<file path="src/rtl/cpu_types_pkg.sv">
// Shared CPU cache types: icache FSM state and the one-word frame record.
// Latency: n/a (types only).
// Backpressure: n/a (types only).
package cpu_types_pkg;

    // Widest tag any legal icache geometry can need: NFRAMES >= 2 gives
    // at least one index bit, leaving at most 32 - 2 - 1 = 29 tag bits.
    localparam int ICACHE_TAG_MAXW = 29;

    typedef enum logic {
        IDLE = 1'b0,
        FILL = 1'b1
    } icache_state_t;

    // Tags narrower than ICACHE_TAG_MAXW are stored zero-extended; the
    // constant upper bits disappear in synthesis.
    typedef struct packed {
        logic                       valid;
        logic [ICACHE_TAG_MAXW-1:0] tag;
        logic [31:0]                data;
    } icache_frame_t;

    // Saturating increment for 32-bit event counters.
    function automatic logic [31:0] sat_inc32(input logic [31:0] v);
        return (v == 32'hFFFF_FFFF) ? v : v + 32'd1;
    endfunction

endpackage

</file>
<file path="src/rtl/icache.sv">
// Direct-mapped, one-word-per-frame instruction cache with a blocking single-miss fill.
// Latency: hit is combinational in the request cycle; miss costs (iwait-high cycles + 1) in FILL, then hits.
// Backpressure: memory stalls via iwait; the datapath is stalled by holding ihit low until the word is present.
//
// Ports:
//   CLK, nRST                 clock, asynchronous active-low reset
//   imemREN, imemaddr         datapath instruction fetch request / byte address
//   ihit, imemload            fetch complete this cycle / instruction word
//   iREN, iaddr               memory-side read request / address
//   iwait, iload              memory busy / memory read data
//   hit_count, miss_count     (only with ICACHE_STATS_EN defined) saturating event counters
module icache
    import cpu_types_pkg::*;
#(
    parameter int NFRAMES = 16
) (
    input  logic        CLK,
    input  logic        nRST,
    input  logic        imemREN,
    input  logic [31:0] imemaddr,
    output logic        ihit,
    output logic [31:0] imemload,
    output logic        iREN,
    output logic [31:0] iaddr,
    input  logic        iwait,
    input  logic [31:0] iload
`ifdef ICACHE_STATS_EN
    ,
    output logic [31:0] hit_count,
    output logic [31:0] miss_count
`endif
);

    localparam int IDXW = $clog2(NFRAMES);
    localparam int TAGW = 30 - IDXW;

    // Storage: valid bits carry the reset, tag/data do not need one.
    logic [NFRAMES-1:0]          valid_q;
    logic [ICACHE_TAG_MAXW-1:0]  tag_q  [NFRAMES];
    logic [31:0]                 data_q [NFRAMES];

    icache_state_t state_q, state_d;
    logic [31:0]   miss_addr_q, miss_addr_d;

    logic [IDXW-1:0] lk_idx;
    logic [TAGW-1:0] lk_tag;
    logic [IDXW-1:0] miss_idx;
    logic [TAGW-1:0] miss_tag;
    icache_frame_t   lookup;
    logic            lookup_hit;
    logic            fill_we;
    logic            start_fill;

    assign lk_idx   = imemaddr[IDXW+1:2];
    assign lk_tag   = imemaddr[31:IDXW+2];
    assign miss_idx = miss_addr_q[IDXW+1:2];
    assign miss_tag = miss_addr_q[31:IDXW+2];

    // The frame selected by the live request address; imemload always
    // shows its data, so a hit needs no extra mux.
    always_comb begin
        lookup.valid = valid_q[lk_idx];
        lookup.tag   = tag_q[lk_idx];
        lookup.data  = data_q[lk_idx];
    end

    assign lookup_hit = lookup.valid && (lookup.tag == ICACHE_TAG_MAXW'(lk_tag));
    assign imemload   = lookup.data;

    always_comb begin
        state_d     = state_q;
        miss_addr_d = miss_addr_q;
        ihit        = 1'b0;
        iREN        = 1'b0;
        iaddr       = imemaddr;
        fill_we     = 1'b0;
        start_fill  = 1'b0;
        unique case (state_q)
            IDLE: begin
                if (imemREN) begin
                    if (lookup_hit) begin
                        ihit = 1'b1;
                    end else begin
                        miss_addr_d = imemaddr;
                        start_fill  = 1'b1;
                        state_d     = FILL;
                    end
                end
            end
            FILL: begin
                // Fill runs to completion against the latched address even
                // if the datapath redirects; the new address is looked up
                // once back in IDLE.
                iREN  = 1'b1;
                iaddr = miss_addr_q;
                if (!iwait) begin
                    fill_we = 1'b1;
                    state_d = IDLE;
                end
            end
            default: state_d = IDLE;
        endcase
    end

    always_ff @(posedge CLK or negedge nRST) begin
        if (!nRST) begin
            state_q     <= IDLE;
            miss_addr_q <= '0;
            valid_q     <= '0;
        end else begin
            state_q     <= state_d;
            miss_addr_q <= miss_addr_d;
            if (fill_we) begin
                valid_q[miss_idx] <= 1'b1;
            end
        end
    end

    // fill_we depends on state_q, which reset forces to IDLE, so a fill
    // interrupted by reset never reaches the arrays.
    always_ff @(posedge CLK) begin
        if (fill_we) begin
            tag_q[miss_idx]  <= ICACHE_TAG_MAXW'(miss_tag);
            data_q[miss_idx] <= iload;
        end
    end

`ifdef ICACHE_STATS_EN
    logic [31:0] hit_count_q, hit_count_d;
    logic [31:0] miss_count_q, miss_count_d;

    always_comb begin
        hit_count_d  = hit_count_q;
        miss_count_d = miss_count_q;
        if (ihit) begin
            hit_count_d = sat_inc32(hit_count_q);
        end
        if (start_fill) begin
            miss_count_d = sat_inc32(miss_count_q);
        end
    end

    always_ff @(posedge CLK or negedge nRST) begin
        if (!nRST) begin
            hit_count_q  <= '0;
            miss_count_q <= '0;
        end else begin
            hit_count_q  <= hit_count_d;
            miss_count_q <= miss_count_d;
        end
    end

    assign hit_count  = hit_count_q;
    assign miss_count = miss_count_q;
`else
    // start_fill only feeds the miss counter.
    logic unused_start_fill;
    assign unused_start_fill = start_fill;
`endif

endmodule
</file>
<file path="config.mk">
export PLATFORM = sky130hd
export DESIGN_NAME = icache
export DESIGN_NICKNAME = d
export VERILOG_FILES = /design/src/rtl/cpu_types_pkg.sv /design/src/rtl/icache.sv
export SDC_FILE = /design/constraint.sdc
export NUM_CORES = 1
export LEC_CHECK = 0
export CAP_MARGIN = 30
export CORE_MARGIN = 2
export CORE_UTILIZATION = 30
export CTS_CLUSTER_SIZE = 24
export DETAILED_ROUTE_END_ITERATION = 10
export HOLD_SLACK_MARGIN = 0.08
export PLACE_DENSITY = 0.53
export SLEW_MARGIN = 10
export SYNTH_ARGS = -nofsm -noshare
export SYNTH_HDL_FRONTEND = slang
export SYNTH_SLANG_ARGS = --single-unit
</file>
<file path="constraint.sdc">
create_clock -name CLK -period 14.34 [get_ports CLK]
set_input_delay 2.151 -clock CLK [delete_from_list [all_inputs] [get_ports CLK]]
set_output_delay 2.151 -clock CLK [all_outputs]
set_load 0.02 [all_outputs]
</file>
Word level (Yosys, flattened, before mapping)
Memories as Yosys holds them, arrays and structs flattened.
Index checks and enable logic that the tools add are counted.

storage, ports and cells
  logic and storage cells = 32
  register bits = 49
  input bits = 68
  output and inout bits = 66
  memories kept = 2
  RAM bits = 928

cells by class
  magnitude comparators = 3
  multiplexer cells = 17
  bitwise logic cells = 3
  reductions and logical operators = 3
  equality and inequality tests = 1

memory list
  memory  depth  bits a word  read ports  clocked after Yosys merged registers in  wr ports  line          RTL
  data_q  16     32           1           0                                        1         icache.sv:40  logic [31:0] data_q [NFRAMES];
  tag_q   16     26           1           0                                        1         icache.sv:39  logic [ICACHE_TAG_MAXW-1:0] tag_q [NFRAMES];

operator list
  kind                                                  number
  2-to-1 mux 32 bit                                     1
  == test 29 x 26 -> 1 bit                              1
  OR 16 bit                                             1
  2-to-1 mux 1 bit                                      13
  < comparator 4 x 5 -> 1 bit (second input constant)   2
  binary-select mux 1 bit (select 4 bit)                1
  demux 1 bit (select 4 bit)                            1
  >= comparator 4 x 1 -> 1 bit (second input constant)  1
  AND reduction 3 bit                                   1
  logical AND 1 bit                                     2
  NOT 1 bit                                             2
  one-hot mux 1 bit (2 select lines)                    1

Logic depth before layout (Yosys ltp)
  depth after elaboration = 6
  gate-level depth with buffers = 14
  gate-level depth less buffers = 8

Worst setup path before layout
OpenSTA, ideal clock, no wires.

  kind = input to output
  start point = input port imemaddr[2]
  end point = output port imemload[10]
  data required time = 12.189 ns
  cell stages on the path = 9
  buffers on the path = 7
  setup slack = 7.265 ns
  arrival time = 4.924 ns
  path through = buf_6 > buf_8 > buf_6 > buf_4 > buf_4 > clkbuf_1 > buf_1 > mux4_2 > mux4_2

on the way
  word-level cells in the longest chain between the ends = 1

ends and longest elaborated chain
  item                       line          RTL
  start, declared            icache.sv:20  input logic [31:0] imemaddr,
  memory read (16 x 32 bit)  n/a
  end, declared              icache.sv:22  output logic [31:0] imemload,

Every way passes these cells.

Worst setup path after layout
  start point = input port imemaddr[2]
  end point = output port ihit

on the way
  word-level cells in the longest chain between the ends = 6
  elaborated cells between the ends (all ways) = 8
  classes of those cells = eq/ne (1); mux (5); reduce/logical (1); memory (1)

ends and longest elaborated chain
  item                                                                                        line                        RTL
  memory read (16 x 26 bit) / binary-select mux 1 bit (select 4 bit) (equally long branches)  n/a
  == test 29 x 26 -> 1 bit / 2-to-1 mux 1 bit (equally long branches)                         icache.sv:67, icache.sv:62
  logical AND 1 bit *                                                                         icache.sv:67                assign lookup_hit = lookup.valid && (lookup.tag == ICACHE_TAG_MAXW'(lk_tag));
  2-to-1 mux 1 bit *                                                                          icache.sv:81                if (lookup_hit) begin
  2-to-1 mux 1 bit *                                                                          icache.sv:80                if (imemREN) begin
  2-to-1 mux 1 bit *                                                                          icache.sv:78                unique case (state_q)
  end, declared                                                                               icache.sv:21                output logic ihit,

Every way passes the cells marked *; elsewhere a longest branch is shown, timed or not. The select of a mux whose other input is x is not followed.

==> key figures <==
Global route
  • GRT Max-Usage Layer: met2
  • Pin count of the biggest net entering global routing: 125
  • GR met3 Demand/Resource: 3.09%
  • Congestion Overflow GR: 0
  • GRT met1 Usage: 21.0%
  • GRT Total Usage: 14.8%
  • First-pass GRT wire length: 139,000 µm
  • Vias in the first global route: 19,000
  • GRT met2 Usage: 23.3%
  • Initial antenna violation count: 10

STA
  • Tcrit/Tclk final: 63.4%
  • Clk_skew: 0.0224 ns
  • Rel. slew slack: 31.5%
  • Max Fclk: 110 MHz
  • RSZ-0062 raised after global routing: no
  • Final TNS setup: 0 ns
  • Setup violators final: 0
  • Final hold vios: 0
  • Final Worst Setup Slack: 5.24 ns
  • Worst Tran Pin Value: 1.03 ns
  • Pins Over Slew Limit: 0
  • Fin crit period: 9.10 ns

Floorplanning
  • Die Width: 361 µm
  • Die height: 361 µm
  • Rows: 130
  • Die area: 130,000 µm²
  • IO Pins: 134
  • Initial Util: 30.3%
  • Core Footprint: 126,000 µm²

Logic synthesis
  • Synth Flop Type: edfxtp_1
  • Cell accounting for the most synthesized area: edfxtp_1
  • Top cells by area, synth: edfxtp_1, mux4_2, dfrtp_1, mux2i_1, mux2_2
  • Syn Inst Count: 1,673
  • Ys async rst share: 5.02%
  • Seq/Total Area, Yosys: 76.3%
  • Avg Cell Area, Syn: 22.8 µm²
  • Register bit total from synthesis: 977
  • Count of flip-flops with a built-in enable after synthesis: 928
  • Share of the synthesized area in the top cell type: 73.1%
  • Synth cell types: 60
  • Syn Nets: 1,741
  • Warnings, synthesis: 0
  • Syn Std Cell Area: 38,100 µm²

Worst hold path
  • Min-Delay Startpoint: valid_q[10]$_DFFE_PN0P_
  • Worst min path class: flop to flop

Clocking
  • Post_cts resized: 0
  • CTS tree: yes
  • Hold buffer count at cts: 0
  • CTS buffer count: 94
  • Clock tree sinks: 977
  • H-tree Lvls: 3
  • Clock-pin slew on the worst setup and hold paths: 0.06 ns
  • Clk root buf: clkbuf_16
  • Post-CTS setup buffer count: 0
  • Worst skew pair latency: 0.67 ns
  • Clk buf depth: 3

Drt
  • Final ANT Viol Nets: 0
  • Via/cell ratio: 5.06
  • Residual DRC: 0
  • Number of iterations in the first detailed-routing pass: 5
  • Final WL: 97,500 µm
  • Starting DRT DRC Count: 1,585
  • Routed WL per cell: 27.1 µm
  • Vias: 18,200

Final layout
  • Commonest cells after routing, fill and taps aside: edfxtp_1, mux4_2, clkdlybuf4s50_1
  • Commonest non-fill, non-tap cell in the layout: edfxtp_1
  • # fillers: 11,600
  • Register area: 29,100 µm²
  • Area of the multi-input gates: 8670 µm²
  • Final nets: 1,935
  • Layout cells sized above 1: 27.8%
  • Area Growth Syn to Fin: 17.2%

Worst setup path
  • R2R Path Start: tag_q[13][17]$_DFFE_PP_
  • CP delay by family, top: buffers and inverters
  • Most frequent CP cell: mux4_2
  • FF-to-FF setup slack: 10.29 ns
  • CP startpoint: imemaddr[2]
  • Critical path required time: 12.19 ns
  • Critical path cell sequence: buf_8 > buf_4 > mux4_2 > mux4_2 > xnor2_1 > o2111ai_1 > nor4_4 > nand2_1 > nor2_1 > clkdlybuf4s50_1
  • Crit-path max cell delay: 0.80 ns
  • Critical Path Fanout Max: 77
  • CP startpoint kind: input port
  • Crit path buf inv count: 3
  • Slowest stage cell on the critical path: buf_4
  • WS Path Type: input port to output pin
  • Crit end category: output pin
  • Worst EP arrival: 6.95 ns

Power and ir drop
  • P_leak: 14.1 nW
  • PD cells: 145 nW/µm²
  • Peak VDD IR: 0.106 mV

Placed design
  • DP HPWL: 52,700 µm
  • DP Worst Slack: 5.10 ns
  • I/O Buffers: 133
  • Gp weighted congestion: 0.764

Run status
  • Run status: complete, no violations

Run
  • Max cap viols: 0
==> cell usage after synthesis (all sizes together), types with 8 or more instances <==
cell type	n
edfxtp	928
mux4	240
mux2	75
mux2i	66
dfrtp	49
buf	47
clkbuf	38
nor2	22
xnor2	20
or2	18
nand2	17
a22oi	16
a221oi	15
nand2b	13
nand3	11
o22ai	9
nor2b	8
nor3	8
xor2	8
==> layer usage <==
layer  vias to the layer above  share of wire, %  wire [µm]
met5                         -              0.11        104
met4                        16               1.9       1860
met3                       141               6.7       6530
met2                       604                47      45800
met1                      9986                44      43300
li1                       7472                 -          -
==> registers in the layout, indices dropped and copies added, names as in the netlist <==
signal	cells
tag_q	416
data_q	512
miss_addr_q	32
state_q	1
valid_q	16
==> final timing paths <==
check                                                   end  depth (start not counted)
worst max-delay path                                   ihit                         10
worst min register to register      valid_q[10]$_DFFE_PN0P_                          1
worst max register to register   miss_addr_q[1]$_DFFE_PN0P_                          9
max in group asynchronous                 state_q$_DFF_PN0_                          2
min in group asynchronous       miss_addr_q[14]$_DFFE_PN0P_                          2
worst min-delay path                valid_q[10]$_DFFE_PN0P_                          1
==> cell type report <==
type	count	share of cell area (%)
diodes	1	0.00560
clock buffers	121	5.58
clock inverters	55	1.36
inverters	4	0.0336
multi-input cells	607	19.4
flip-flops and latches	977	65.1
well taps	1650	4.62
repair buffers	183	3.94
==> power by group <==
group	internal [mW]	leakage (nW)	switching [mW]
Sequential	3.30	8.93	0.117
Clock	1.44	1.51	1.07
Combinational	0.253	3.64	0.306
==> stage by stage <==
stage / cell area [µm²] / utilization (%) / cells / hold slack (ns) / power, mW
final: 44700 / 35.5 / 3598 / 0.461 / 6.48
after global routing: 44700 / 35.5 / 3597 / 0.482 / 6.70
after CTS: 44600 / 35.5 / 3595 / 0.462 / 6.56
after detailed placement: 41500 / 33.0 / 3419 / 0.447 / 4.05
after global placement: 41500 / 33.0 / 3419 / 0.445 / 4.03
after floorplan: 38100 / - / 1673 / 0.434 / 3.76
==> cells by family (layout without fill, tap and decap cells) <==
| logic type | count (synthesis) | count (layout) | synth area share [%] |
|---|---|---|---|
| and+or+nand+nor | 116 | 116 | 1.73 |
| buffers and inverters | 89 | 363 | 1.25 |
| DFF | 977 | 977 | 76.3 |
| muxes | 381 | 381 | 18.4 |
| AOI/OAI and AO/OA | 82 | 82 | 1.66 |
| xor gates and xnor gates | 28 | 28 | 0.643 |
| other | 0 | 1 | 0 |
Note: power is estimated with default switching activity, not from simulation.
